**config.mk**
```make
export PLATFORM = sky130hd
export DESIGN_NAME = audio_out_arbiter
export DESIGN_NICKNAME = d
export VERILOG_FILES = /design/src/rtl/audio_pkg.sv /design/src/rtl/sat_add24.sv /design/src/rtl/audio_out_arbiter.sv
export SDC_FILE = /design/constraint.sdc
export NUM_CORES = 1
export LEC_CHECK = 0
export ABC_AREA = 0
export CORE_MARGIN = 5
export CORE_UTILIZATION = 30
export DETAILED_ROUTE_END_ITERATION = 16
export PLACE_DENSITY_LB_ADDON = 0.25
export SLEW_MARGIN = 20
export SYNTH_ARGS = -nofsm -noshare
export SYNTH_HDL_FRONTEND = slang
export SYNTH_SLANG_ARGS = --single-unit
```
**constraint.sdc**
```tcl
create_clock -name CLOCK_50 -period 2.3 [get_ports CLOCK_50]
set_clock_uncertainty 0.2 [all_clocks]
set_input_delay 0.46 -clock CLOCK_50 [delete_from_list [all_inputs] [get_ports CLOCK_50]]
set_output_delay 0.46 -clock CLOCK_50 [all_outputs]
set_load 0.01 [all_outputs]
```
**src/rtl/audio_pkg.sv**
```systemverilog
// Shared types for the audio output arbiter: sample width, stereo sample struct, FSM states
// and the clamp limits used when mixing (AUD_MIX_EN builds).
package audio_pkg;

    localparam int SAMPLE_W = 24;

    typedef logic signed [SAMPLE_W-1:0] sample_t;

    typedef struct packed {
        sample_t left;
        sample_t right;
    } stereo_t;

    typedef enum logic {
        IDLE  = 1'b0,
        ISSUE = 1'b1
    } arb_state_t;

    localparam sample_t SAMPLE_MAX = 24'sh7FFFFF;
    localparam sample_t SAMPLE_MIN = -24'sh800000;

endpackage

```
**src/rtl/sat_add24.sv**
```systemverilog
// Combinational signed saturating adder for one audio channel.
// Only compiled when AUD_MIX_EN is defined, so non-mixing builds carry no adder.
`ifdef AUD_MIX_EN
module sat_add24
    import audio_pkg::*;
(
    input  sample_t a_i,
    input  sample_t b_i,
    output sample_t sum_o
);

    logic [SAMPLE_W:0] wide;

    // One guard bit: overflow shows up as the two top bits disagreeing.
    always_comb begin
        wide = {a_i[SAMPLE_W-1], a_i} + {b_i[SAMPLE_W-1], b_i};
        if (wide[SAMPLE_W] != wide[SAMPLE_W-1]) begin
            sum_o = wide[SAMPLE_W] ? SAMPLE_MIN : SAMPLE_MAX;
        end else begin
            sum_o = sample_t'(wide[SAMPLE_W-1:0]);
        end
    end

endmodule
`endif

```
**src/rtl/audio_out_arbiter.sv**
```systemverilog
// Arbitrates a music source and an effects source onto the codec DAC write port.
// Define AUD_MIX_EN to mix simultaneous samples (saturating sum) instead of round-robin.
module audio_out_arbiter
    import audio_pkg::*;
#(
    parameter int CNT_W = 16
) (
    input  logic                 CLOCK_50,
    input  logic                 reset,
    input  logic                 src0_valid,
    input  sample_t              src0_left,
    input  sample_t              src0_right,
    output logic                 src0_ready,
    input  logic                 src1_valid,
    input  sample_t              src1_left,
    input  sample_t              src1_right,
    output logic                 src1_ready,
    input  logic                 write_ready,
    output logic                 write,
    output sample_t              writedata_left,
    output sample_t              writedata_right,
    output logic [1:0]           active_src,
    output logic [CNT_W-1:0]     underrun_cnt
);

    arb_state_t       state_q;
    stereo_t          sample_q;
    stereo_t          sample_d;
    logic [1:0]       active_q;
    logic [CNT_W-1:0] underrun_q;
    logic             last_grant_q;
    logic             grant0;
    logic             grant1;
    logic             take;

`ifdef AUD_MIX_EN
    stereo_t mix_data;

    sat_add24 u_add_left (
        .a_i   (src0_left),
        .b_i   (src1_left),
        .sum_o (mix_data.left)
    );

    sat_add24 u_add_right (
        .a_i   (src0_right),
        .b_i   (src1_right),
        .sum_o (mix_data.right)
    );
`endif

    // last_grant_q = 1 means src1 was granted last, so src0 wins the next tie.
    always_comb begin
        grant0   = 1'b0;
        grant1   = 1'b0;
        sample_d = '0;
        if (src0_valid && src1_valid) begin
`ifdef AUD_MIX_EN
            grant0   = 1'b1;
            grant1   = 1'b1;
            sample_d = mix_data;
`else
            grant0   = last_grant_q;
            grant1   = ~last_grant_q;
            sample_d = last_grant_q ? stereo_t'{src0_left, src0_right}
                                    : stereo_t'{src1_left, src1_right};
`endif
        end else if (src0_valid) begin
            grant0   = 1'b1;
            sample_d = stereo_t'{src0_left, src0_right};
        end else if (src1_valid) begin
            grant1   = 1'b1;
            sample_d = stereo_t'{src1_left, src1_right};
        end
    end

    // Gating with reset keeps a pending sample from being written or re-requested.
    assign take       = reset && (state_q == IDLE) && write_ready;
    assign src0_ready = take && grant0;
    assign src1_ready = take && grant1;
    assign write      = reset && (state_q == ISSUE) && write_ready;

    always_ff @(posedge CLOCK_50) begin
        if (!reset) begin
            state_q      <= IDLE;
            sample_q     <= '0;
            active_q     <= 2'b00;
            underrun_q   <= '0;
            last_grant_q <= 1'b1;
        end else begin
            case (state_q)
                IDLE: begin
                    if (write_ready) begin
                        sample_q <= sample_d;
                        active_q <= {grant1, grant0};
                        if (!grant0 && !grant1 && (underrun_q != {CNT_W{1'b1}})) begin
                            underrun_q <= underrun_q + 1'b1;
                        end
                        if (grant0 ^ grant1) begin
                            last_grant_q <= grant1;
                        end
                        state_q <= ISSUE;
                    end
                end
                ISSUE: begin
                    if (write_ready) begin
                        state_q <= IDLE;
                    end
                end
                default: state_q <= IDLE;
            endcase
        end
    end

    assign writedata_left  = sample_q.left;
    assign writedata_right = sample_q.right;
    assign active_src      = active_q;
    assign underrun_cnt    = underrun_q;

endmodule
```
==> metrics.yaml, run 1 <==
crit_path_max_fanout: 3
synth.area.top_cells: "sky130_fd_sc_hd__dfxtp_1 (49%), sky130_fd_sc_hd__a222oi_1 (17%), sky130_fd_sc_hd__nor2_1 (7.2%), sky130_fd_sc_hd__clkbuf_1 (2.5%), sky130_fd_sc_hd__a21oi_1 (2.0%)"
sequential_cell_area_mm2: 0.00136
design.die.area_mm2: 0.0114
fmax_ghz: 0.454
clock_tree_from_tritoncts: "built"
detail_route.drc_violations: 0
syn-num-nets: 395
grt_max_degree: 38
boundaryPins: 170
cts_post_setup_buffers_inserted: 0
antenna_found_initial: 0
total_number_of_clock_tree_sinks: 68
overflow: 0
grt_setup_unrepaired: "no"
routed_wire_length_per_instance_um: 17.1
htree_levels: 3
synth.largest_area_cell: "sky130_fd_sc_hd__dfxtp_1"
setup_viol: 0
die_y_um: 107
netlist_area_mm2: 0.00280
synth_largest_type_area_fraction_pct: 48.6
worst-setup-path-type: "in2out"
layout.filler_cells: 837
count_of_flip_flops_with_a_built_in_enable_after_synthesis: 0
path_clk_slew_ns: 0.07
end_kind: "primary output"
gp_congestion: 0.789
start_kind: "input pin"
first_iter_violations: 231
gr-usage-all-layers_pct: 17.2
synth-seq-area-share_pct: 48.6
final_layout_size_suffix_gt1_share_pct: 8.78
power.leakage_nw: 1.79
coreArea_mm2: 0.00915
worst-endpoint-required_ns: 1.64
drt-pass1-iter-count: 5
final_util_pct: 53.7
dieWidth_um: 107
max-clock-path-buffers: 2
clockRootBuffer: "sky130_fd_sc_hd__clkbuf_8"
worstPathArrival_ns: 1.54
worst_hold_path_type: "reg2reg"
synthMostInstantiatedCell: "sky130_fd_sc_hd__dfxtp_1"
totalWireLength_um: 9910
powerDensity_mw_per_mm2: 598
final_antenna_net_count: 0
yosysWarningCount: 0
post-dp-hpwl_um: 7340
post_dp_cell_area_mm2: 0.00469
multi_input_comb_area_mm2: 0.00129
synth_cells: 292
first_global_vias: 3172
routed_via_density: 5.39
drv_slew: 0
clk-insertion-delay-late_ns: 0.33
avgSynthCellArea_um2: 9.60
final.period_utilization_pct: 95.8
std_cell_rows: 35
cts-buffers-inserted: 9
n_antenna_cell: 0
final_nets: 565
synth_flop_cell: "sky130_fd_sc_hd__dfxtp_1"
input_output_buffers: 169
synthArstFlopShare_pct: 0
wire_length_of_the_first_global_routing_pass_um: 15900
final.min_clock_period_ns: 2.20
vias: 3114
relSlewSlack_pct: 64.0
synthTopCellsByCount: "sky130_fd_sc_hd__dfxtp_1 (68), sky130_fd_sc_hd__nor2_1 (54), sky130_fd_sc_hd__a222oi_1 (48), sky130_fd_sc_hd__clkbuf_1 (19), sky130_fd_sc_hd__a21oi_1 (11)"
initial_utilization_pct: 30.6
tightest_slew_ns: 0.535
flow.area_growth_from_synthesis_pct: 75.3
finish.instance_area_mm2: 0.00491
finalHoldViolCount: 0
timing.max_cap.violations: 0
peakVddDrop_mv: 0.307
outcome: "complete, no violations"
synth_unique_cells: 37
synth_seq_cells: 68
sequential cells by signal, summed over array words and instances, names as in the netlist:
| register | count |
|---|---|
| writedata_right | 24 |
| writedata_left | 24 |
| last_grant_q | 1 |
| state_q | 1 |
| underrun_cnt | 16 |
| active_src | 2 |
final timing paths:
| kind | cells after the start | from | slack, ns | endpoint |
|---|---|---|---|---|
| min reg2reg | 2 | underrun_cnt[0] | 0.30 | underrun_cnt[0] |
| max | 5 | src1_valid | 0.1 | src0_ready |
| min | 2 | underrun_cnt[0] | 0.30 | underrun_cnt[0] |
| max reg2reg | 4 | underrun_cnt[11] | 0.38 | underrun_cnt[1] |
metal layers:
metal	part of all wire (%)	track usage (%)	wire (um)	up-vias
met2	52	31.9	5150	120
met3	8.0	4.94	790	8
li1	-	-	-	1507
met1	39	18.7	3870	1479
met5	0	0	0	-
met4	1.0	5.66	103	0
worst max-delay path, cell delays in order:
cell	delay [ns]
sky130_fd_sc_hd__clkdlybuf4s50_1	0.50
sky130_fd_sc_hd__inv_1	0.06
sky130_fd_sc_hd__o21ai_0	0.17
sky130_fd_sc_hd__nor3_1	0.07
sky130_fd_sc_hd__dlygate4sd2_1	0.28
area by class of cell:
type / instances / area share, %
inverter: 7 / 0.535
multi-input combinational: 191 / 26.3
clock inverter: 6 / 1.78
timing repair buffer: 185 / 38.1
tap: 111 / 2.83
sequential: 68 / 27.7
clock buffer: 10 / 2.80
placed cells by master (no fill, tap or decap), types with 3 or more instances in the layout:
| cell type | instances |
|---|---|
| sky130_fd_sc_hd__clkdlybuf4s50_1 | 166 |
| sky130_fd_sc_hd__dfxtp_1 | 68 |
| sky130_fd_sc_hd__nor2_1 | 54 |
| sky130_fd_sc_hd__a222oi_1 | 48 |
| sky130_fd_sc_hd__a21oi_1 | 11 |
| sky130_fd_sc_hd__buf_4 | 11 |
| sky130_fd_sc_hd__nand2_1 | 10 |
| sky130_fd_sc_hd__clkbuf_8 | 10 |
| sky130_fd_sc_hd__inv_1 | 6 |
| sky130_fd_sc_hd__o21ai_0 | 6 |
| sky130_fd_sc_hd__nand4_1 | 6 |
| sky130_fd_sc_hd__nand3_1 | 5 |
| sky130_fd_sc_hd__buf_12 | 5 |
| sky130_fd_sc_hd__nor3_1 | 4 |
| sky130_fd_sc_hd__nand2b_1 | 4 |
| sky130_fd_sc_hd__o311ai_1 | 4 |
| sky130_fd_sc_hd__o41ai_1 | 4 |
| sky130_fd_sc_hd__and4_1 | 3 |
| sky130_fd_sc_hd__or3_1 | 3 |
| sky130_fd_sc_hd__a211oi_1 | 3 |
| sky130_fd_sc_hd__dlygate4sd2_1 | 3 |
what timing repair did:
item	in CTS	in global routing
resized for setup	3	0
hold buffers	0	0
setup endpoints to repair	3	0
power by group:
part           internal, mW  switching [mW]  leakage, nW  total, mW
clock network         0.640           0.458        0.116       1.10
logic                 0.356           0.213         1.12      0.569
registers              1.24          0.0324        0.554       1.27
through the flow:
step / std cells / total power, mW / setup TNS, ns / worst slack (ns) / hold WS (ns)
4_1_cts: 578 / 2.98 / 0 / 0.0812 / 0.302
2_1_floorplan: 292 / 1.50 / 0 / 0.400 / 0.303
6_report: 578 / 2.94 / 0 / 0.0972 / 0.298
3_3_place_gp: 562 / 1.87 / -1.42 / -0.154 / 0.270
3_5_place_dp: 562 / 1.87 / -2.68 / -0.176 / 0.282
5_1_grt: 578 / 3.07 / 0 / 0.0107 / 0.340
cell families (layout without fill, tap and decap cells):
logic type | count (synthesis) | count (layout) | share of synthesized area [%]
flops | 68 | 68 | 48.6
mux | 2 | 2 | 0.714
buf+inv | 33 | 208 | 5.40
compound gates | 83 | 83 | 25.2
fa+ha+maj | 2 | 2 | 0.893
simple gates | 104 | 104 | 19.2
Note: power is estimated with default switching activity, not from simulation.
==> run 2, diff against run 1 <==
Settings changed: MAX_ROUTING_LAYER from default to met4, SKIP_LAST_GASP from default to 1, SYNTH_HIERARCHICAL from default to 1.
==> run 2 against run 1 <==
  * Synthesized cell count unchanged
  * Area after synthesis unchanged
  * Hold slack about the same
  * Highest routed layer unchanged
  * Routed wire length increased by 0.20%
  * Non-clock buffer count unchanged
  * Final area unchanged
==> metrics.yaml, run 2 <==
outcome: "complete, no violations"
avgSynthCellArea_um2: 9.60
layout_commonest_cell: "sky130_fd_sc_hd__clkdlybuf4s50_1"
count_of_flip_flops_with_a_built_in_enable_after_synthesis: 0
timing.max_cap.violations: 0
start_kind: "input pin"
path_clk_slew_ns: 0.07
routed_wire_length_per_instance_um: 17.2
first_iter_violations: 260
dpl.cell_count: 562
total_number_of_clock_tree_sinks: 68
relSlewSlack_pct: 64.1
first_global_vias: 3180
critical_path.startpoint: "src1_valid"
synthMostInstantiatedCell: "sky130_fd_sc_hd__dfxtp_1"
synth_cells: 292
gp_congestion: 0.800
switching_share_pct: 24.0
clk-insertion-delay-late_ns: 0.34
fin_tns_setup_ns: 0
post-dp-hpwl_um: 7340
worst_hold_path_type: "reg2reg"
grt_max_degree: 38
tightest_slew_ns: 0.533
overflow: 0
clock_tree_from_tritoncts: "built"
peakVddDrop_mv: 0.304
cts_hold_buf: 0
flow.area_growth_from_synthesis_pct: 75.3
design.die.area_mm2: 0.0114
detail_route.drc_violations: 0
crit_path_max_fanout: 3
clockRootBuffer: "sky130_fd_sc_hd__clkbuf_8"
synth_flop_cell: "sky130_fd_sc_hd__dfxtp_1"
syn-num-nets: 395
powerDensity_mw_per_mm2: 598
coreArea_mm2: 0.00915
power.leakage_nw: 1.79
synth_seq_cells: 68
wire_length_of_the_first_global_routing_pass_um: 15900
synth_unique_cells: 37
most-common-layout-cells: "sky130_fd_sc_hd__clkdlybuf4s50_1 (166), sky130_fd_sc_hd__dfxtp_1 (68), sky130_fd_sc_hd__nor2_1 (54)"
crit-reg2reg-launch: "state_q"
synth.area.top_cells: "sky130_fd_sc_hd__dfxtp_1 (49%), sky130_fd_sc_hd__a222oi_1 (17%), sky130_fd_sc_hd__nor2_1 (7.2%), sky130_fd_sc_hd__clkbuf_1 (2.5%), sky130_fd_sc_hd__a21oi_1 (2.0%)"
finalWorstSetupSlack_ns: 0.0973
n_antenna_cell: 0
clock_power_share_pct: 37.4
drv_slew: 0
cells_along_the_critical_path: "clkdlybuf4s50_1, inv_1, o21ai_0, nor3_1, dlygate4sd2_1"
initial_utilization_pct: 30.6
routed_via_density: 5.40
drt-pass1-iter-count: 6
final_nets: 565
synth.largest_area_cell: "sky130_fd_sc_hd__dfxtp_1"
pwr-share-seq_pct: 43.2
cpLargestDelayFamily: "buffers and inverters"
end_kind: "primary output"
totalWireLength_um: 9930
max-clock-path-buffers: 2
std_cell_rows: 35
worst-endpoint-required_ns: 1.64
setup_viol: 0
final.period_utilization_pct: 95.8
boundaryPins: 170
input_output_buffers: 169
htree_levels: 3
netSwitchingPower_mw: 0.705
synthTopCellsByCount: "sky130_fd_sc_hd__dfxtp_1 (68), sky130_fd_sc_hd__nor2_1 (54), sky130_fd_sc_hd__a222oi_1 (48), sky130_fd_sc_hd__clkbuf_1 (19), sky130_fd_sc_hd__a21oi_1 (11)"
final.min_clock_period_ns: 2.20
combinationalPowerShare_pct: 19.4
hold_path_startpoint: "underrun_cnt[0]"
grt_setup_unrepaired: "no"
final_util_pct: 53.7
dieWidth_um: 107
cp_num_buf_inv: 3
layout.cells.non_filler: 578
fmax_ghz: 0.454
slowest_delay_ns: 0.50
finalHoldViolCount: 0
cts-buffers-inserted: 9
die_y_um: 107
synth-seq-area-share_pct: 48.6
antenna_found_initial: 0
pre_cts_slack_ns: -0.176
worstPathArrival_ns: 1.54
crit_slowest_cell: "sky130_fd_sc_hd__clkdlybuf4s50_1"
final_antenna_net_count: 0
synthArstFlopShare_pct: 0
yosysWarningCount: 6
intPower_mw: 2.23
worst-setup-path-type: "in2out"
gr-usage-all-layers_pct: 17.7
netlist_area_mm2: 0.00280
final_layout_size_suffix_gt1_share_pct: 8.78
synth_largest_type_area_fraction_pct: 48.6
vias: 3123
==> run 2: cell counts in the layout (fill, tap and decap cells not counted) <==
No cell type changed its count.
==> run 2: logic make-up after synthesis <==
kind of cell | synth area share [%]
simple gates | 19.2
buf+inv | 5.40
mux | 0.714
flops | 48.6
fa+ha+maj | 0.893
compound gates | 25.2
==> run 2: layout make-up <==
cell class | instances | area, um^2
flip-flops and latches | 68 | 1360
fillers | 837 | 4240
well taps | 111 | 139
inverters | 7 | 26.3
clock inverters | 6 | 87.6
clock buffers | 10 | 138
repair buffers | 185 | 1870
multi-input cells | 191 | 1290
==> run 2: what timing repair did <==
| action | in CTS | in global routing |
|---|---|---|
| setup buffers | 0 | 0 |
| setup endpoints to repair | 3 | 0 |
| gates resized for setup | 3 | 0 |
==> run 2: through the flow <==
step	hold slack (ns)	cell area [um^2]	power, mW
detailed placement	0.282	4690	1.87
finish	0.298	4910	2.94
floorplan	0.303	2800	1.50
global route	0.340	4910	3.07
global placement	0.270	4690	1.87
CTS	0.302	4910	2.98
==> run 2: path summary, 6_finish.rpt <==
kind,to,slack [ns],cells after the start
worst max register to register,underrun_cnt[4],0.39,6
worst max-delay path,src0_ready,0.1,5
worst min-delay path,underrun_cnt[0],0.30,2
worst min register to register,underrun_cnt[0],0.30,2
==> run 2: tightest hold or removal path, delay by kind of cell (launching register included) <==
family	cells	cell delay, ns
DFF	1	0.34
and+or+nand+nor	1	0.06
muxes	1	0.05
==> run 2: power groups by stage <==
stage                     Combinational, mW  Sequential, mW  Clock, mW
after floorplan                       0.182            1.32          0
after global placement                0.572            1.29          0
after detailed placement              0.577            1.30          0
after CTS                             0.579            1.27       1.13
after global routing                  0.616            1.28       1.17
final                                 0.569            1.27       1.10
==> run 2: routing by layer <==
| layer | GRT usage [%] | part of all wire [%] | vias up |
|---|---|---|---|
| met5 | - | 0 | - |
| met1 | 19.7 | 40 | 1478 |
| li1 | - | - | 1508 |
| met4 | 5.66 | 1.0 | 0 |
| met3 | 3.55 | 6.6 | 8 |
| met2 | 31.8 | 52 | 129 |
==> run 3, diff against run 2 <==
Settings changed: CTS_BUF_LIST from default to sky130_fd_sc_hd__clkbuf_16.
==> run 3 against run 2 <==
  * Global-route usage fell by 0.087 points
  * Cell count is the same
  * Hold slack worse by 0.0024 ns
  * Sequential power is essentially flat
  * Die area unchanged
  * Sequential share of layout area fell by 0.51 points
  * Non-clock buffer count did not move
==> metrics.yaml, run 3 (synthesis results as in run 2) <==
outcome: "complete, no violations"
wire_length_of_the_first_global_routing_pass_um: 15800
pwr-share-seq_pct: 38.8
final.min_clock_period_ns: 2.21
drv_slew: 0
initial_utilization_pct: 30.6
worstPathArrival_ns: 1.55
finalHoldViolCount: 0
final_layout_size_suffix_gt1_share_pct: 8.57
final_antenna_net_count: 0
clock_power_share_pct: 43.9
vias: 3123
grt_max_degree: 38
std_cell_rows: 35
cells_along_the_critical_path: "clkdlybuf4s50_1, inv_1, o21ai_0, nor3_1, dlygate4sd2_1"
worst-endpoint-required_ns: 1.64
routed_via_density: 5.40
grt_setup_unrepaired: "no"
post-dp-hpwl_um: 7340
n_antenna_cell: 0
start_kind: "input pin"
worst-setup-path-type: "in2out"
slowest_delay_ns: 0.50
final.period_utilization_pct: 96.1
netSwitchingPower_mw: 0.741
fin_tns_setup_ns: 0
worst_hold_slack_across_all_endpoints_ns: 0.296
power.leakage_nw: 1.83
gp_congestion: 0.800
cp_num_buf_inv: 3
cts_hold_buf: 0
total_number_of_clock_tree_sinks: 68
max-clock-path-buffers: 2
crit_path_max_fanout: 3
cpLargestDelayFamily: "buffers and inverters"
end_kind: "primary output"
peakVddDrop_mv: 0.376
antenna_found_initial: 0
final_nets: 565
detail_route.drc_violations: 0
intPower_mw: 2.54
pre_cts_slack_ns: -0.176
first_global_vias: 3185
first_iter_violations: 255
dieWidth_um: 107
overflow: 0
clock_tree_from_tritoncts: "built"
drt-pass1-iter-count: 7
layout.filler_cells: 840
layout_commonest_cell: "sky130_fd_sc_hd__clkdlybuf4s50_1"
setup_viol: 0
boundaryPins: 170
input_output_buffers: 169
tightest_slew_ns: 0.539
htree_levels: 3
fmax_ghz: 0.452
powerDensity_mw_per_mm2: 655
worst_hold_path_type: "reg2reg"
finalWorstSetupSlack_ns: 0.0899
flow.area_growth_from_synthesis_pct: 78.6
die_y_um: 107
timing.max_cap.violations: 0
coreArea_mm2: 0.00915
gr-usage-all-layers_pct: 17.6
switching_share_pct: 22.6
combinationalPowerShare_pct: 17.4
crit_slowest_cell: "sky130_fd_sc_hd__clkdlybuf4s50_1"
totalWireLength_um: 9950
routed_wire_length_per_instance_um: 17.2
most-common-layout-cells: "sky130_fd_sc_hd__clkdlybuf4s50_1 (166), sky130_fd_sc_hd__dfxtp_1 (68), sky130_fd_sc_hd__nor2_1 (54)"
clockRootBuffer: "sky130_fd_sc_hd__clkbuf_16"
final_util_pct: 54.7
path_clk_slew_ns: 0.05
cts-buffers-inserted: 9
cts_post_setup_buffers_inserted: 0
relSlewSlack_pct: 63.7
design.die.area_mm2: 0.0114
clk-insertion-delay-late_ns: 0.32
[run 3: final cells by class]
class / instances / area (um^2) / share of cell area, %
clock buffer: 9 / 225 / 4.50
clock inverter: 7 / 91.3 / 1.83
inverter: 7 / 26.3 / 0.525
multi-input combinational: 191 / 1290 / 25.8
sequential: 68 / 1360 / 27.2
tap: 111 / 139 / 2.77
timing repair buffer: 185 / 1870 / 37.4
[run 3: worst min-delay path, stage by stage, from the launching register on]
cell	delay [ns]
sky130_fd_sc_hd__dfxtp_1	0.33
sky130_fd_sc_hd__nand2_1	0.06
sky130_fd_sc_hd__mux2i_1	0.05
[run 3: metrics by stage]
| stage | power (mW) | std cells | instance area (um^2) |
|---|---|---|---|
| finish | 3.28 | 578 | 5000 |
| global route | 3.41 | 578 | 5000 |
| CTS | 3.32 | 578 | 5000 |
| detailed placement | 1.87 | 562 | 4690 |
| global placement | 1.87 | 562 | 4690 |
| floorplan | 1.50 | 292 | 2800 |
[run 3: layer usage]
layer	vias to the layer above	track usage (%)	wire, um
met5	-	-	0
met3	4	3.43	637
met2	122	32.0	5250
li1	1511	-	-
met1	1486	19.5	4000
met4	0	5.30	64
[run 3: worst paths after layout]
path | slack, ns | cells past startpoint | start | end
setup / recovery | 0.09 | 5 | src1_valid | src0_ready
hold / removal | 0.30 | 2 | underrun_cnt[0] | underrun_cnt[0]
setup reg to reg | 0.37 | 4 | underrun_cnt[11] | underrun_cnt[1]
hold reg to reg | 0.30 | 2 | underrun_cnt[0] | underrun_cnt[0]
[run 3: repair_timing]
| action | 4_1_cts | 5_1_grt |
|---|---|---|
| hold endpoints to repair | 0 | 0 |
| gates resized for setup | 3 | 0 |
| setup endpoints to repair | 3 | 0 |
[run 3: power by group through the flow]
| stage | Combinational [mW] | Clock (mW) | Sequential [mW] |
|---|---|---|---|
| after floorplan | 0.182 | 0 | 1.32 |
| after global placement | 0.572 | 0 | 1.29 |
| after detailed placement | 0.577 | 0 | 1.30 |
| after CTS | 0.579 | 1.47 | 1.27 |
| after global routing | 0.616 | 1.52 | 1.28 |
| final | 0.569 | 1.44 | 1.27 |
